`src/rtl/tib_loader.sv`:
```
// tib_loader: fills the Terminal Input Buffer from a valid/ready byte stream.
// Edits the line as it arrives (backspace, tab folding, control-char discard),
// writes each kept byte into byte-wide memory at TIB, null-terminates the line,
// then holds it with line_done until the interpreter answers with line_ack.
module tib_loader #(
   parameter int TIB    = 'h1000,
   parameter int TIB_SZ = 'h100,
   parameter int ASZ    = 17
) (
   input  logic           clk,
   input  logic           rst,
   input  logic           rx_valid,
   input  logic [7:0]     rx_data,
   output logic           rx_ready,
   output logic [ASZ-1:0] mem_addr,
   output logic [7:0]     mem_data,
   output logic           mem_we,
   output logic           line_done,
   output logic [8:0]     line_len,
   output logic           line_ovf,
   input  logic           line_ack
);

   typedef enum logic [1:0] {
      S_ACCEPT,
      S_WRITE,
      S_TERM,
      S_DONE
   } state_e;

   // What an incoming byte does to the line.
   typedef enum logic [1:0] {
      C_PRINT,   // stored (printable, or tab folded to space)
      C_BACK,    // backspace / DEL: removes the last stored character
      C_EOL,     // CR / LF: terminates the line
      C_DROP     // every other control or high byte
   } class_e;

   // Longest line that still leaves room for the terminator.
   localparam logic [8:0]     LEN_MAX  = 9'(TIB_SZ - 1);
   localparam logic [ASZ-1:0] TIB_BASE = ASZ'(TIB);

   state_e         state_q;
   logic [8:0]     len_q;
   logic           rx_ready_q;
   logic           mem_we_q;
   logic [ASZ-1:0] mem_addr_q;
   logic [7:0]     mem_data_q;
   logic           line_done_q;
   logic [8:0]     line_len_q;
   logic           line_ovf_q;

   class_e         cls_d;
   logic [7:0]     char_d;
   logic [ASZ-1:0] wr_addr_d;
   logic           rx_take_d;

   // Classify the byte on the input and fold tab into space.
   always_comb begin
      // NOTE: every always_comb output gets a default first so no path can infer a latch.
      cls_d  = C_DROP;
      char_d = rx_data;
      if (rx_data == 8'h09) begin
         cls_d  = C_PRINT;
         char_d = 8'h20;
      end else if (rx_data >= 8'h20 && rx_data <= 8'h7e) begin
         cls_d = C_PRINT;
      end else if (rx_data == 8'h08 || rx_data == 8'h7f) begin
         cls_d = C_BACK;
      end else if (rx_data == 8'h0d || rx_data == 8'h0a) begin
         cls_d = C_EOL;
      end
   end

   // len never exceeds TIB_SZ-1, so the sum cannot wrap inside ASZ bits.
   assign wr_addr_d = TIB_BASE + ASZ'(len_q);
   assign rx_take_d = rx_valid && rx_ready_q;

   // Line-editing state machine; every output is registered here.
   always_ff @(posedge clk) begin
      // NOTE: state registers use non-blocking assignments so all of them update together on the edge.
      if (rst) begin
         state_q     <= S_ACCEPT;
         len_q       <= '0;
         rx_ready_q  <= 1'b1;
         mem_we_q    <= 1'b0;
         mem_addr_q  <= TIB_BASE;
         mem_data_q  <= '0;
         line_done_q <= 1'b0;
         line_len_q  <= '0;
         line_ovf_q  <= 1'b0;
      end else begin
         mem_we_q <= 1'b0;
         case (state_q)
            S_ACCEPT: begin
               if (rx_take_d) begin
                  case (cls_d)
                     C_PRINT: begin
                        if (len_q < LEN_MAX) begin
                           mem_addr_q <= wr_addr_d;
                           mem_data_q <= char_d;
                           mem_we_q   <= 1'b1;
                           rx_ready_q <= 1'b0;
                           state_q    <= S_WRITE;
                        end else begin
                           line_ovf_q <= 1'b1;
                        end
                     end
                     C_BACK: begin
                        if (len_q != '0) begin
                           len_q <= len_q - 9'd1;
                        end
                     end
                     C_EOL: begin
                        mem_addr_q <= wr_addr_d;
                        mem_data_q <= 8'h00;
                        mem_we_q   <= 1'b1;
                        rx_ready_q <= 1'b0;
                        state_q    <= S_TERM;
                     end
                     default: ;
                  endcase
               end
            end
            S_WRITE: begin
               len_q      <= len_q + 9'd1;
               rx_ready_q <= 1'b1;
               state_q    <= S_ACCEPT;
            end
            S_TERM: begin
               line_len_q  <= len_q;
               line_done_q <= 1'b1;
               state_q     <= S_DONE;
            end
            S_DONE: begin
               if (line_ack) begin
                  state_q     <= S_ACCEPT;
                  len_q       <= '0;
                  rx_ready_q  <= 1'b1;
                  line_done_q <= 1'b0;
                  line_len_q  <= '0;
                  line_ovf_q  <= 1'b0;
               end
            end
            default: state_q <= S_ACCEPT;
         endcase
      end
   end

   // A write strobe already raised is suppressed in the very cycle rst is high,
   // so a reset during WRITE/TERM never reaches memory.
   assign mem_we    = mem_we_q && !rst;
   assign rx_ready  = rx_ready_q;
   assign mem_addr  = mem_addr_q;
   assign mem_data  = mem_data_q;
   assign line_done = line_done_q;
   assign line_len  = line_len_q;
   assign line_ovf  = line_ovf_q;

endmodule
```
`config.mk`:
```
export PLATFORM = sky130hd
export DESIGN_NAME = tib_loader
export DESIGN_NICKNAME = d
export VERILOG_FILES = /design/src/rtl/tib_loader.sv
export SDC_FILE = /design/constraint.sdc
export NUM_CORES = 1
export LEC_CHECK = 0
export ABC_AREA = 1
export BUFFER_PORTS_ARGS = -buffer_cell sky130_fd_sc_hd__clkbuf_2
export CAP_MARGIN = 5
export CELL_PAD_IN_SITES_DETAIL_PLACEMENT = 1
export CELL_PAD_IN_SITES_GLOBAL_PLACEMENT = 2
export CORE_UTILIZATION = 30
export CTS_CLUSTER_DIAMETER = 30
export DETAILED_ROUTE_END_ITERATION = 16
export GPL_ROUTABILITY_DRIVEN = 1
export GPL_TIMING_DRIVEN = 0
export HOLD_SLACK_MARGIN = 0.08
export MAX_ROUTING_LAYER = met4
export PLACE_DENSITY_LB_ADDON = 0.1
export SLEW_MARGIN = 20
export SYNTH_ARGS = -nofsm -noshare
export SYNTH_HDL_FRONTEND = slang
export SYNTH_SLANG_ARGS = --single-unit
```
`constraint.sdc`:
```
create_clock -name clk -period 2.95 [get_ports clk]
set_clock_uncertainty 0.2 [all_clocks]
set_input_delay 0 -clock clk [delete_from_list [all_inputs] [get_ports clk]]
set_output_delay 0 -clock clk [all_outputs]
set_load 0.02 [all_outputs]
```
==> results.md <==
- Ys flop type: dfxtp_1
- Worst-path clk slew: 0.09 ns
- Worst hold slack: 0.258 ns
- Max_cap viols: 0
- DRT iter0 DRCs: 84
- Post-synth EDFFs: 0
- Synth Register Bits: 41
- Most frequent cells in the layout: nand2_1, nor2_1, nand3_1
- DP Wirelength: 5450 µm
- Part of the power in registers: 0.391
- Pwr dens: 529 nW/µm²
- Initial core utilization: 0.316
- TritonCTS clock tree: done
- Diodes inserted: 0
- Layout Utilization: 0.393
- Vias: 2512
- Mapped cell area: 2490 µm²
- NetSw: 0.652 mW
- Clock Power Share: 0.228
- Post-synthesis sequential area ratio: 0.329
- Max Freq: 0.383 GHz
- Vias/cell: 4.64
- Fillers: 1039
- Pins over their slew limit: 0
- CP Launch Type: flop
- Maximum VDD drop: 0.185 mV
- Drt drc: 0
- Final WS setup: 0.340 ns
- Worst path required time: 2.94 ns
- Hold Violations, Final: 0
- Vert. Die Dim: 93.1 µm
- Vias in the first global route: 2437
- Async SR Flop Fraction: 0
- Antenna violations before repair: 0
- First-pass GRT wire length: 12000 µm
- Post-route minimum period: 2.61 ns
- Post-synth cell types: 34
- Sw Ratio: 0.397
- Arr. time, crit path: 2.60 ns
- Grt ovf: 0
- Root buffer cell: clkbuf_8
- Post-Route WL: 7300 µm
- NumNets Final: 458
- Placed cell area: 2850 µm²
- Io pins: 50
- Leak: 1.54 nW
- Total GRT Usage: 0.182
- RSZ-0062 raised after global routing: no
- Setup-failing EPs final: 0
- Largest net degree at the start of global routing: 14
- Core Region: 7890 µm²
- Crit path kind: reg -> reg
- Die Span X: 93.1 µm
- Rel. slew slack: 0.580
- Post_cts resized: 0
- YS warnings: 0
- Port Buf Inserts: 41
- Layout cells sized above 1: 0.219
- Setup bufs post-CTS: 0
- CTS Buf Count: 5
- WL/cell: 13.5 µm
- Worst r2r src: state_q[0]
- CP max FO: 6
- Worst Tran Pin Value: 0.630 ns
- CTS sink cnt: 41
- Worst Setup SP: state_q[0]
- Hold WC Path Type: reg -> reg
- DRT Pass-1 Iters: 4
- Combinational power share: 0.381
- GPL Wtd Cong: 0.813
- Antenna-violating nets left: 0
- Synthesis-to-finish area growth: 24.6%
- Cells after Synth: 367
- Synthesized area per cell: 6.79 µm²
- Internal power: 0.989 mW
- Clk Latency, worst-skew pair: 0.30 ns
- Setup tns final: 0 ns
- DIE AREA: 8670 µm²
- Htree depth: 2
- Status: complete, no violations
- Hold_sp: mem_data[7]
- Placement Setup Slack: 0.526 ns
- Rows: 32
- Post-route cell area: 3100 µm²
- Post-CTS Hold Fix Bufs: 17
- Most common cell after layout, fill and taps aside: nand2_1
- CP Capture Type: flop
- Clk buf depth: 2
- Final worst-path cycle share: 0.885
==> stage by stage <==
stage / cells / power [mW]
final: 541 / 1.64
after global routing: 541 / 1.77
after CTS: 541 / 1.66
after detailed placement: 516 / 1.26
after global placement: 516 / 1.25
after floorplan: 373 / 1.10
==> power groups by stage <==
stage                     Combinational (mW)  Sequential [mW]  Clock, mW
after floorplan                        0.438            0.663          0
after global placement                 0.595            0.655          0
after detailed placement               0.606            0.657          0
after CTS                              0.633            0.643      0.386
after global routing                   0.717            0.649      0.400
final                                  0.624            0.642      0.374
==> final timing paths <==
check                                   end  slack (ns)  depth (start not counted)
worst max-delay path               rx_ready        0.34                          8
worst min-delay path            mem_data[7]        0.26                          2
worst max register to register     rx_ready        0.34                          8
worst min register to register  mem_data[7]        0.26                          2
==> logic make-up (layout without fill, tap and decap cells) <==
family                   count (synthesis)  after routing  synth area share
buffers and inverters                   66            132             0.126
AO/OA/AOI/OAI                           42             42            0.0994
other                                    2              8           0.00301
adder cells (fa/ha/maj)                  8              8            0.0432
flip-flops                              41             41             0.329
XOR/XNOR                                 1              1           0.00352
AND/OR/NAND/NOR                        207            207             0.395
==> layer usage <==
metal	vias up	routed length (µm)	track usage
met4	0	63	0.0410
met5	-	0	-
met2	29	3550	0.311
li1	1292	-	-
met1	1185	3520	0.229
met3	6	159	0.0220
==> cells in the mapped netlist, types with 2 or more instances <==
cell type | count | share of area
nand3_2 | 2 | 0.0080
nand2_1 | 85 | 0.13
nand3_4 | 2 | 0.014
or2_2 | 2 | 0.0050
nor2_1 | 46 | 0.069
nand3b_1 | 6 | 0.018
buf_4 | 10 | 0.030
dfxtp_1 | 41 | 0.33
inv_2 | 4 | 0.0060
nand4_1 | 2 | 0.0050
inv_1 | 43 | 0.065
nor3_1 | 2 | 0.0040
conb_1 | 2 | 0.0030
clkbuf_1 | 4 | 0.0060
nor2_4 | 2 | 0.0090
ha_1 | 7 | 0.035
a21oi_1 | 28 | 0.056
nand3_1 | 46 | 0.092
nor2_2 | 2 | 0.0050
nand2_4 | 3 | 0.014
buf_2 | 2 | 0.0040
nand2_2 | 6 | 0.015
o21ai_0 | 2 | 0.0040
o21ai_2 | 8 | 0.028
==> layout make-up <==
class	instances	area, µm²	area share
multi-input cells	266	1380	0.444
flip-flops and latches	41	821	0.265
repair buffers	58	375	0.121
inverters	48	180	0.0581
plain buffers	18	134	0.0431
well taps	102	128	0.0411
clock buffers	5	68.8	0.0222
clock inverters	3	17.5	0.00565
==> state kept, by name, indices dropped and copies added, names as in the netlist <==
register / cells
line_done: 1
mem_data: 8
state_q: 2
len_q: 9
line_len: 9
line_ovf: 1
mem_we_q: 1
mem_addr: 9
rx_ready: 1
==> critical path: stages (launching register included) <==
cell and delay, ns:
dfxtp_1 0.38, nor2_2 0.30, nand2_1 0.11, o21ai_2 0.09
inv_2 0.10, a21oi_2 0.15, dlygate4sd3_1 0.59, nand2_1 0.06
dlygate4sd3_1 0.54
Power figures use the tool's default switching activity.
